$ cat src/rtl/serial_arith_pkg.sv
// Shared definitions for the bit-serial arithmetic datapaths: controller
// state encoding and the counter-width helper.
package serial_arith_pkg;

    typedef enum logic [1:0] {
        IDLE  = 2'd0,
        SHIFT = 2'd1,
        DONE  = 2'd2
    } state_e;

    // Ceiling log2, never less than 1 so a counter always has at least one bit.
    function automatic int clog2(input int n);
        int w;
        w = 1;
        while ((1 << w) < n) w++;
        return w;
    endfunction

endpackage

$ cat src/rtl/one_bit_full_subtractor.sv
// One-bit full subtractor cell: diff = i0 - i1 - bin, with borrow-out.
// Companion of the one-bit full adder cell; purely combinational.
module one_bit_full_subtractor (
    input  logic i0,
    input  logic i1,
    input  logic bin,
    output logic diff,
    output logic bout
);

    assign diff = i0 ^ i1 ^ bin;
    assign bout = (~i0 & i1) | (~(i0 ^ i1) & bin);

endmodule

$ cat src/rtl/serial_subtractor.sv
// Bit-serial WIDTH-bit subtractor (i0 - i1 - bin), LSB first, one bit per
// clock through a single full-subtractor cell and a borrow flop.
module serial_subtractor
    import serial_arith_pkg::*;
#(
    parameter int WIDTH = 4
) (
    input  logic             clk,
    input  logic             rst_n,
    input  logic             start,
    input  logic [WIDTH-1:0] i0,
    input  logic [WIDTH-1:0] i1,
    input  logic             bin,
    output logic             busy,
    output logic             done,
    output logic [WIDTH-1:0] diff,
    output logic             bout
);

    localparam int CNT_W = clog2(WIDTH);
    localparam logic [CNT_W-1:0] LAST_BIT = CNT_W'(WIDTH - 1);

    state_e           state_q, state_d;
    logic [WIDTH-1:0] a_q, a_d;
    logic [WIDTH-1:0] b_q, b_d;
    logic [WIDTH-1:0] r_q, r_d;
    logic [WIDTH-1:0] diff_q, diff_d;
    logic [CNT_W-1:0] cnt_q, cnt_d;
    logic             br_q, br_d;
    logic             bout_q, bout_d;
    logic             busy_q, busy_d;
    logic             done_q, done_d;

    logic             cell_diff;
    logic             cell_bout;

    one_bit_full_subtractor u_cell (
        .i0   (a_q[0]),
        .i1   (b_q[0]),
        .bin  (br_q),
        .diff (cell_diff),
        .bout (cell_bout)
    );

    always_comb begin
        state_d = state_q;
        a_d     = a_q;
        b_d     = b_q;
        r_d     = r_q;
        cnt_d   = cnt_q;
        br_d    = br_q;
        diff_d  = diff_q;
        bout_d  = bout_q;
        busy_d  = 1'b0;
        done_d  = 1'b0;

        case (state_q)
            // DONE accepts a new start exactly like IDLE, so back-to-back
            // operations lose no cycle.
            IDLE, DONE: begin
                if (start) begin
                    a_d     = i0;
                    b_d     = i1;
                    br_d    = bin;
                    r_d     = '0;
                    cnt_d   = '0;
                    busy_d  = 1'b1;
                    state_d = SHIFT;
                end else begin
                    state_d = IDLE;
                end
            end
            SHIFT: begin
                r_d   = {cell_diff, r_q[WIDTH-1:1]};
                a_d   = {1'b0, a_q[WIDTH-1:1]};
                b_d   = {1'b0, b_q[WIDTH-1:1]};
                br_d  = cell_bout;
                cnt_d = cnt_q + 1'b1;
                if (cnt_q == LAST_BIT) begin
                    diff_d  = {cell_diff, r_q[WIDTH-1:1]};
                    bout_d  = cell_bout;
                    done_d  = 1'b1;
                    state_d = DONE;
                end else begin
                    busy_d  = 1'b1;
                end
            end
            default: state_d = IDLE;
        endcase
    end

    always_ff @(posedge clk or negedge rst_n) begin
        if (!rst_n) begin
            state_q <= IDLE;
            a_q     <= '0;
            b_q     <= '0;
            r_q     <= '0;
            cnt_q   <= '0;
            br_q    <= 1'b0;
            diff_q  <= '0;
            bout_q  <= 1'b0;
            busy_q  <= 1'b0;
            done_q  <= 1'b0;
        end else begin
            state_q <= state_d;
            a_q     <= a_d;
            b_q     <= b_d;
            r_q     <= r_d;
            cnt_q   <= cnt_d;
            br_q    <= br_d;
            diff_q  <= diff_d;
            bout_q  <= bout_d;
            busy_q  <= busy_d;
            done_q  <= done_d;
        end
    end

    assign busy = busy_q;
    assign done = done_q;
    assign diff = diff_q;
    assign bout = bout_q;

endmodule

$ cat config.mk
export PLATFORM = sky130hd
export DESIGN_NAME = serial_subtractor
export DESIGN_NICKNAME = d
export VERILOG_FILES = /design/src/rtl/serial_arith_pkg.sv /design/src/rtl/one_bit_full_subtractor.sv /design/src/rtl/serial_subtractor.sv
export SDC_FILE = /design/constraint.sdc
export NUM_CORES = 1
export LEC_CHECK = 0
export CAP_MARGIN = 20
export CORE_ASPECT_RATIO = 1.1
export CORE_MARGIN = 1
export CORE_UTILIZATION = 54
export CTS_BUF_LIST = sky130_fd_sc_hd__clkbuf_2
export DETAILED_ROUTE_END_ITERATION = 8
export HOLD_SLACK_MARGIN = 0.06
export PLACE_DENSITY = 0.81
export SLEW_MARGIN = 20
export SYNTH_ARGS = -nofsm -noshare
export SYNTH_HDL_FRONTEND = slang
export SYNTH_SLANG_ARGS = --single-unit
$ cat constraint.sdc
create_clock -name clk -period 1.9 [get_ports clk]
set_input_delay 0.38 -clock clk [delete_from_list [all_inputs] [get_ports clk]]
set_output_delay 0.38 -clock clk [all_outputs]
set_load 0.02 [all_outputs]
Yosys cells after proc, flatten, opt, wreduce, memory -nomap -nowiden

Index checks and enable logic that the tools add are counted.

Bits in registers: 24
Output and inout port bits: 7

Add/sub/neg operators: 1
Equality and inequality tests: 5
Muxes and demuxes: 18
Bitwise logic cells: 7
Reductions and logical operators: 5

Operator list:

| kind                                                            | number |
|---|---|
| 4-bit one-hot mux with 2 select lines                           | 3 |
| 4-bit 2-to-1 mux                                                | 3 |
| 2-bit one-hot mux with 2 select lines                           | 2 |
| 1-bit 2-to-1 mux                                                | 6 |
| 2-bit == test, second input constant                            | 2 |
| 2-bit 2-to-1 mux                                                | 2 |
| 2-bit inequality test, second input constant                    | 2 |
| 1-bit one-hot mux with 2 select lines                           | 2 |
| 2-bit AND reduction                                             | 2 |
| 2-bit by 1-bit adder with 2-bit output, second input constant   | 1 |
| 1-bit AND                                                       | 2 |
| 2-bit by 1-bit == test with 1-bit output, second input constant | 1 |
| 2-bit zero test                                                 | 1 |
| 1-bit inverter                                                  | 2 |
| 2-bit nonzero test                                              | 1 |
| 2-bit OR reduction                                              | 1 |
| 1-bit XOR                                                       | 2 |
| 1-bit bitwise OR                                                | 1 |

Logic depth before layout (Yosys ltp)

Gate-level depths: netlist (run 1).

Depth after elaboration: 5
Gate-level depth with buffers: 4
Gate-level depth less buffers: 4

Hierarchy

Synthesis (run 1) repeated with hierarchy kept, for this count alone.

Cell total of the unflattened synthesis: 82
Area total of the unflattened synthesis: 1152.4 µm²

Modules (own cells, without submodules):

| module                  | instances | cells an instance | area each (µm²) |
|---|---|---|---|
| serial_subtractor       | 1         | 78                | 1121.1 |
| one_bit_full_subtractor | 1         | 4                 | 31.3 |

Worst setup path after synthesis (run 1)

OpenSTA, ideal clock, no wires.

Path type: register to register
From: reg br_q
To: reg r_q[3]
Library setup time: 122 ps
Data arrival time: 1225 ps
Required time: 1778 ps
Setup slack: 554 ps
Stages on the path, launching flop included: 4
Path buffers: 0
Path through: dfrtp_1 > fa_1 > nand2b_1 > a32o_1

Longest elaborated chain between the ends: 2

Ends and longest elaborated chain:

| element                               | RTL line                      | text |
|---|---|---|
| start, declared                       | serial_subtractor.sv:29       | `logic br_q, br_d;` |
| start signal, assigned                | serial_subtractor.sv:110      | `br_q <= br_d;` |
| 1-bit XOR                             | one_bit_full_subtractor.sv:11 | `assign diff = i0 ^ i1 ^ bin;` |
| 4-bit one-hot mux with 2 select lines | serial_subtractor.sv:57       | `case (state_q)` |
| end signal, assigned                  | serial_subtractor.sv:108      | `r_q <= r_d;` |
| end, declared                         | serial_subtractor.sv:26       | `logic [WIDTH-1:0] r_q, r_d;` |

Every way passes these cells.
A chain may end at the register's enable or synchronous reset.

Final worst setup path (run 1)

From: reg bout_q (netlist: bout)
To: out bout

RTL lines:

| element                | RTL line                 | text |
|---|---|---|
| start, declared        | serial_subtractor.sv:30  | `logic bout_q, bout_d;` |
| start signal, assigned | serial_subtractor.sv:112 | `bout_q <= bout_d;` |
| end, declared          | serial_subtractor.sv:17  | `output logic bout` |

No word-level cell between the ends.

==> reports/qor.log, run 1 <==
INFO  place          dp.final_hpwl=1240um
INFO  pwr            power_density=1510mW/mm2
INFO  pwr            clock_power_share=0.096
INFO  floorplan      chipHeight=50.3um
INFO  route          detail_route.wirelength=1750um
INFO  final_layout   layout.filler_cells=167
INFO  final_layout   layout.area.seq=576um2
INFO  critical_path  timing_worst_setup_path_type=reg -> out
INFO  synthesis      synthesis.area_per_instance=13.9um2
INFO  critical_path  cp_num_cells=1
INFO  timing         report.final.hold_viol_count=0
INFO  timing         timing.setup.tns=0ns
INFO  grt            antenna_found_initial=0
INFO  floorplan      floorplan.io_pins=19
INFO  grt            global_route_wire_length_before_repair=3130um
INFO  pwr            power.static_leakage=0.000675uW
INFO  route          vias=685
INFO  synthesis      yosysTopAreaCell=sky130_fd_sc_hd__dfrtp_1
INFO  timing         timing.slew.headroom=0.665
INFO  grt            grt.total_usage=0.193
INFO  final_layout   stdcell_count=132
INFO  final_layout   drive_gt1_frac=0.183
INFO  worst_hold_path worst_hold_path_type=in -> async
INFO  place          dp.cells=128
INFO  floorplan      start_util=0.572
INFO  pwr            power.share.switching=0.352
INFO  synthesis      synth-seq-cells=23
INFO  cts            worst_setup_hold_path_clk_slew=0.20ns
INFO  cts            cts_tree=built
INFO  cts            clock_path_buffers=2
INFO  synthesis      ys.warnings.count=0
INFO  critical_path  path_max_fanout=2
INFO  timing         maxClockFrequency=585MHz
INFO  cts            cts_hold_buffers=0
INFO  timing         post-route-min-period=1.71ns
INFO  flow_run       maxCapViolCount=0
INFO  synthesis      ys_seq_area_frac=0.503
INFO  synthesis      post-synth-top-area-fraction=0.503
INFO  final_layout   area_growth=19.9%
INFO  pwr            seqPwrFrac=0.440
INFO  synthesis      synth_cell_type_count=18
INFO  critical_path  rr_worst_depth=3
INFO  critical_path  critical_path.top_delay_family=buffers and inverters
INFO  critical_path  library_cell_contributing_the_largest_single_delay_on_the_critical_path=sky130_fd_sc_hd__clkdlybuf4s50_1
INFO  critical_path  critical_path.n_buffers_inverters=1
INFO  critical_path  cp-start-kind=flop
INFO  synthesis      synth_cells=82
INFO  place          port_buffers=18
INFO  cts            cts_root_buffer=sky130_fd_sc_hd__clkbuf_2
INFO  floorplan      design.core.area=0.00200mm2
INFO  pwr            power.switching=731uW
INFO  status         status=finished clean
INFO  final_layout   combined_area_of_the_multi_input_logic_cells=508um2
INFO  synthesis      netlist_area=0.00114mm2
INFO  critical_path  cpPeakStageDelay=0.60ns
INFO  route          initialDrtViolationCount=5
INFO  synthesis      synth.net_count=96
INFO  grt            grt_max_degree=24
INFO  route          antenna_left=0
INFO  route          dr.pass1.iters=4
INFO  floorplan      num_rows=17
INFO  floorplan      die-width=45.9um
INFO  final_layout   layout.nets=119
INFO  critical_path  critPathRequiredTime=1.52ns
INFO  critical_path  critical_path_arrival=1.33ns
INFO  pwr            max-vdd-ir-drop=0.801mV
INFO  timing         timing.final.crit_share=0.899
INFO  cts            postCtsSetupRepairBufs=0
INFO  timing         rsz0062_at_grt=false
INFO  route          post_drt_via_cell_ratio=5.19
INFO  route          drcViolationCount=0
INFO  cts            clk-insertion-delay-late=0.33ns
INFO  grt            grt_pass1_vias=695
INFO  cts            ctsHtreeMaxLevel=1
INFO  timing         finalMaxSlewViolations=0
INFO  cts            clkSinkCount=23
INFO  critical_path  cp-end-kind=output port
INFO  timing         setup_viol=0
INFO  timing         tightestPinTransition=0.503ns
INFO  grt            grt_overflow_total=0
INFO  timing         clock_tree_skew_after_final_layout=0.00136ns
INFO  critical_path  path_cells=clkdlybuf4s50_1
INFO  final_layout   diode_insertion_count_for_antenna_repair=0
INFO  synthesis      netlist_top_cells_area=sky130_fd_sc_hd__dfrtp_1 (50%), sky130_fd_sc_hd__mux2i_1 (21%), sky130_fd_sc_hd__mux2_4 (6.6%)
INFO  pwr            fin_total_pwr=2070uW
INFO  floorplan      design.die.area=0.00231mm2
INFO  pwr            intPower=1340uW
INFO  route          routedWlPerCell=13.2um
INFO  place          rd_place_congestion=0.666
INFO  cts            tritoncts.num_buffers=3
INFO  cts            cts.repair.resized=0
INFO  pwr            comb_power_share=0.464
-- kinds of logic (layout without fill, tap and decap cells) --
family | Yosys count | count (layout) | synth area share
buf+inv | 9 | 31 | 0.0525
flops | 23 | 23 | 0.503
fa+ha+maj | 2 | 2 | 0.0284
mux | 33 | 33 | 0.315
simple gates | 7 | 7 | 0.0449
xor+xnor | 1 | 1 | 0.00766
compound gates | 7 | 7 | 0.0481
-- Yosys cell counts --
library cell and number:
sky130_fd_sc_hd__mux2_2 4, sky130_fd_sc_hd__o21ai_0 2, sky130_fd_sc_hd__a32o_1 1, sky130_fd_sc_hd__dfrtp_1 23, sky130_fd_sc_hd__buf_4 3, sky130_fd_sc_hd__nand3b_4 1
sky130_fd_sc_hd__inv_1 4, sky130_fd_sc_hd__or2b_1 1, sky130_fd_sc_hd__mux2i_1 24, sky130_fd_sc_hd__nand2b_1 1, sky130_fd_sc_hd__xnor2_1 1, sky130_fd_sc_hd__buf_6 2
sky130_fd_sc_hd__nand3_1 2, sky130_fd_sc_hd__fa_1 1, sky130_fd_sc_hd__mux2_4 5, sky130_fd_sc_hd__a22o_1 4, sky130_fd_sc_hd__nor2_1 2, sky130_fd_sc_hd__ha_1 1
-- layout make-up --
cell class | count | share of cell area
Inverter | 4 | 0.0109
Tap cell | 28 | 0.0255
Sequential cell | 23 | 0.420
Clock buffer | 4 | 0.0146
Timing Repair Buffer | 23 | 0.159
Multi-Input combinational cell | 50 | 0.370
-- state kept, by name (all words and copies together), names as in the netlist --
name / count
a_q: 4
br_q: 1
diff: 4
state_q: 2
cnt_q: 2
done: 1
bout: 1
b_q: 4
r_q: 3
busy: 1
-- layer usage --
metal,track usage,part of all wire
met1,0.243,0.49
met5,0,0
met3,0.0324,0.028
met4,0.103,0.021
met2,0.305,0.46
-- worst paths after layout --
path                       slack, ns    start  endpoint
max                             0.19     bout      bout
min                             0.36    rst_n      done
max reg2reg                     0.47     br_q    r_q[3]
min reg2reg                     0.53  diff[3]   diff[3]
max in group asynchronous       1.32    rst_n    b_q[2]
min in group clk                0.53  diff[3]   diff[3]
-- power by group through the flow --
| stage | logic, uW | clock network [uW] | registers [uW] |
|---|---|---|---|
| 3_3_place_gp | 949 | 0 | 914 |
| 4_1_cts | 977 | 207 | 915 |
| 2_1_floorplan | 710 | 0 | 917 |
| 5_1_grt | 1050 | 231 | 944 |
| 3_5_place_dp | 973 | 0 | 928 |
| 6_report | 963 | 199 | 912 |
-- layout by cell type (no fill, tap or decap) --
cell type	instances
sky130_fd_sc_hd__clkbuf_2	4
sky130_fd_sc_hd__ha_1	1
sky130_fd_sc_hd__mux2i_1	24
sky130_fd_sc_hd__buf_4	5
sky130_fd_sc_hd__nand3_1	2
sky130_fd_sc_hd__fa_1	1
sky130_fd_sc_hd__a32o_1	1
sky130_fd_sc_hd__a22o_1	4
sky130_fd_sc_hd__o21ai_0	2
sky130_fd_sc_hd__mux2_4	5
sky130_fd_sc_hd__dfrtp_1	23
sky130_fd_sc_hd__mux2_2	4
sky130_fd_sc_hd__inv_1	4
sky130_fd_sc_hd__nand3b_4	1
sky130_fd_sc_hd__or2b_1	1
sky130_fd_sc_hd__xnor2_1	1
sky130_fd_sc_hd__nand2b_1	1
sky130_fd_sc_hd__nor2_1	2
sky130_fd_sc_hd__clkdlybuf4s50_1	18
-- metrics by stage --
step	instance area, um2	hold WS, ns	util	setup WS (ns)
after floorplan	1140	0.0844	-	0.554
after global routing	1370	0.355	0.686	0.103
after CTS	1370	0.364	0.686	0.165
after global placement	1350	0.494	0.676	0.364
final	1370	0.365	0.686	0.192
after detailed placement	1350	0.501	0.676	0.323
(Power assumes the default switching activity.)
==> inputs of run 2 (changes only) <==
CAP_MARGIN = 5   (was 20)
SLEW_MARGIN = 0   (was 20)
==> results of run 2 <==
Final layout, timing and power as in run 1 (identical DEF).
==> inputs of run 3 (changes only) <==
CTS_CLUSTER_SIZE = 16   (was not set)
==> results of run 3 <==
Final layout, timing and power as in run 1 (identical DEF).
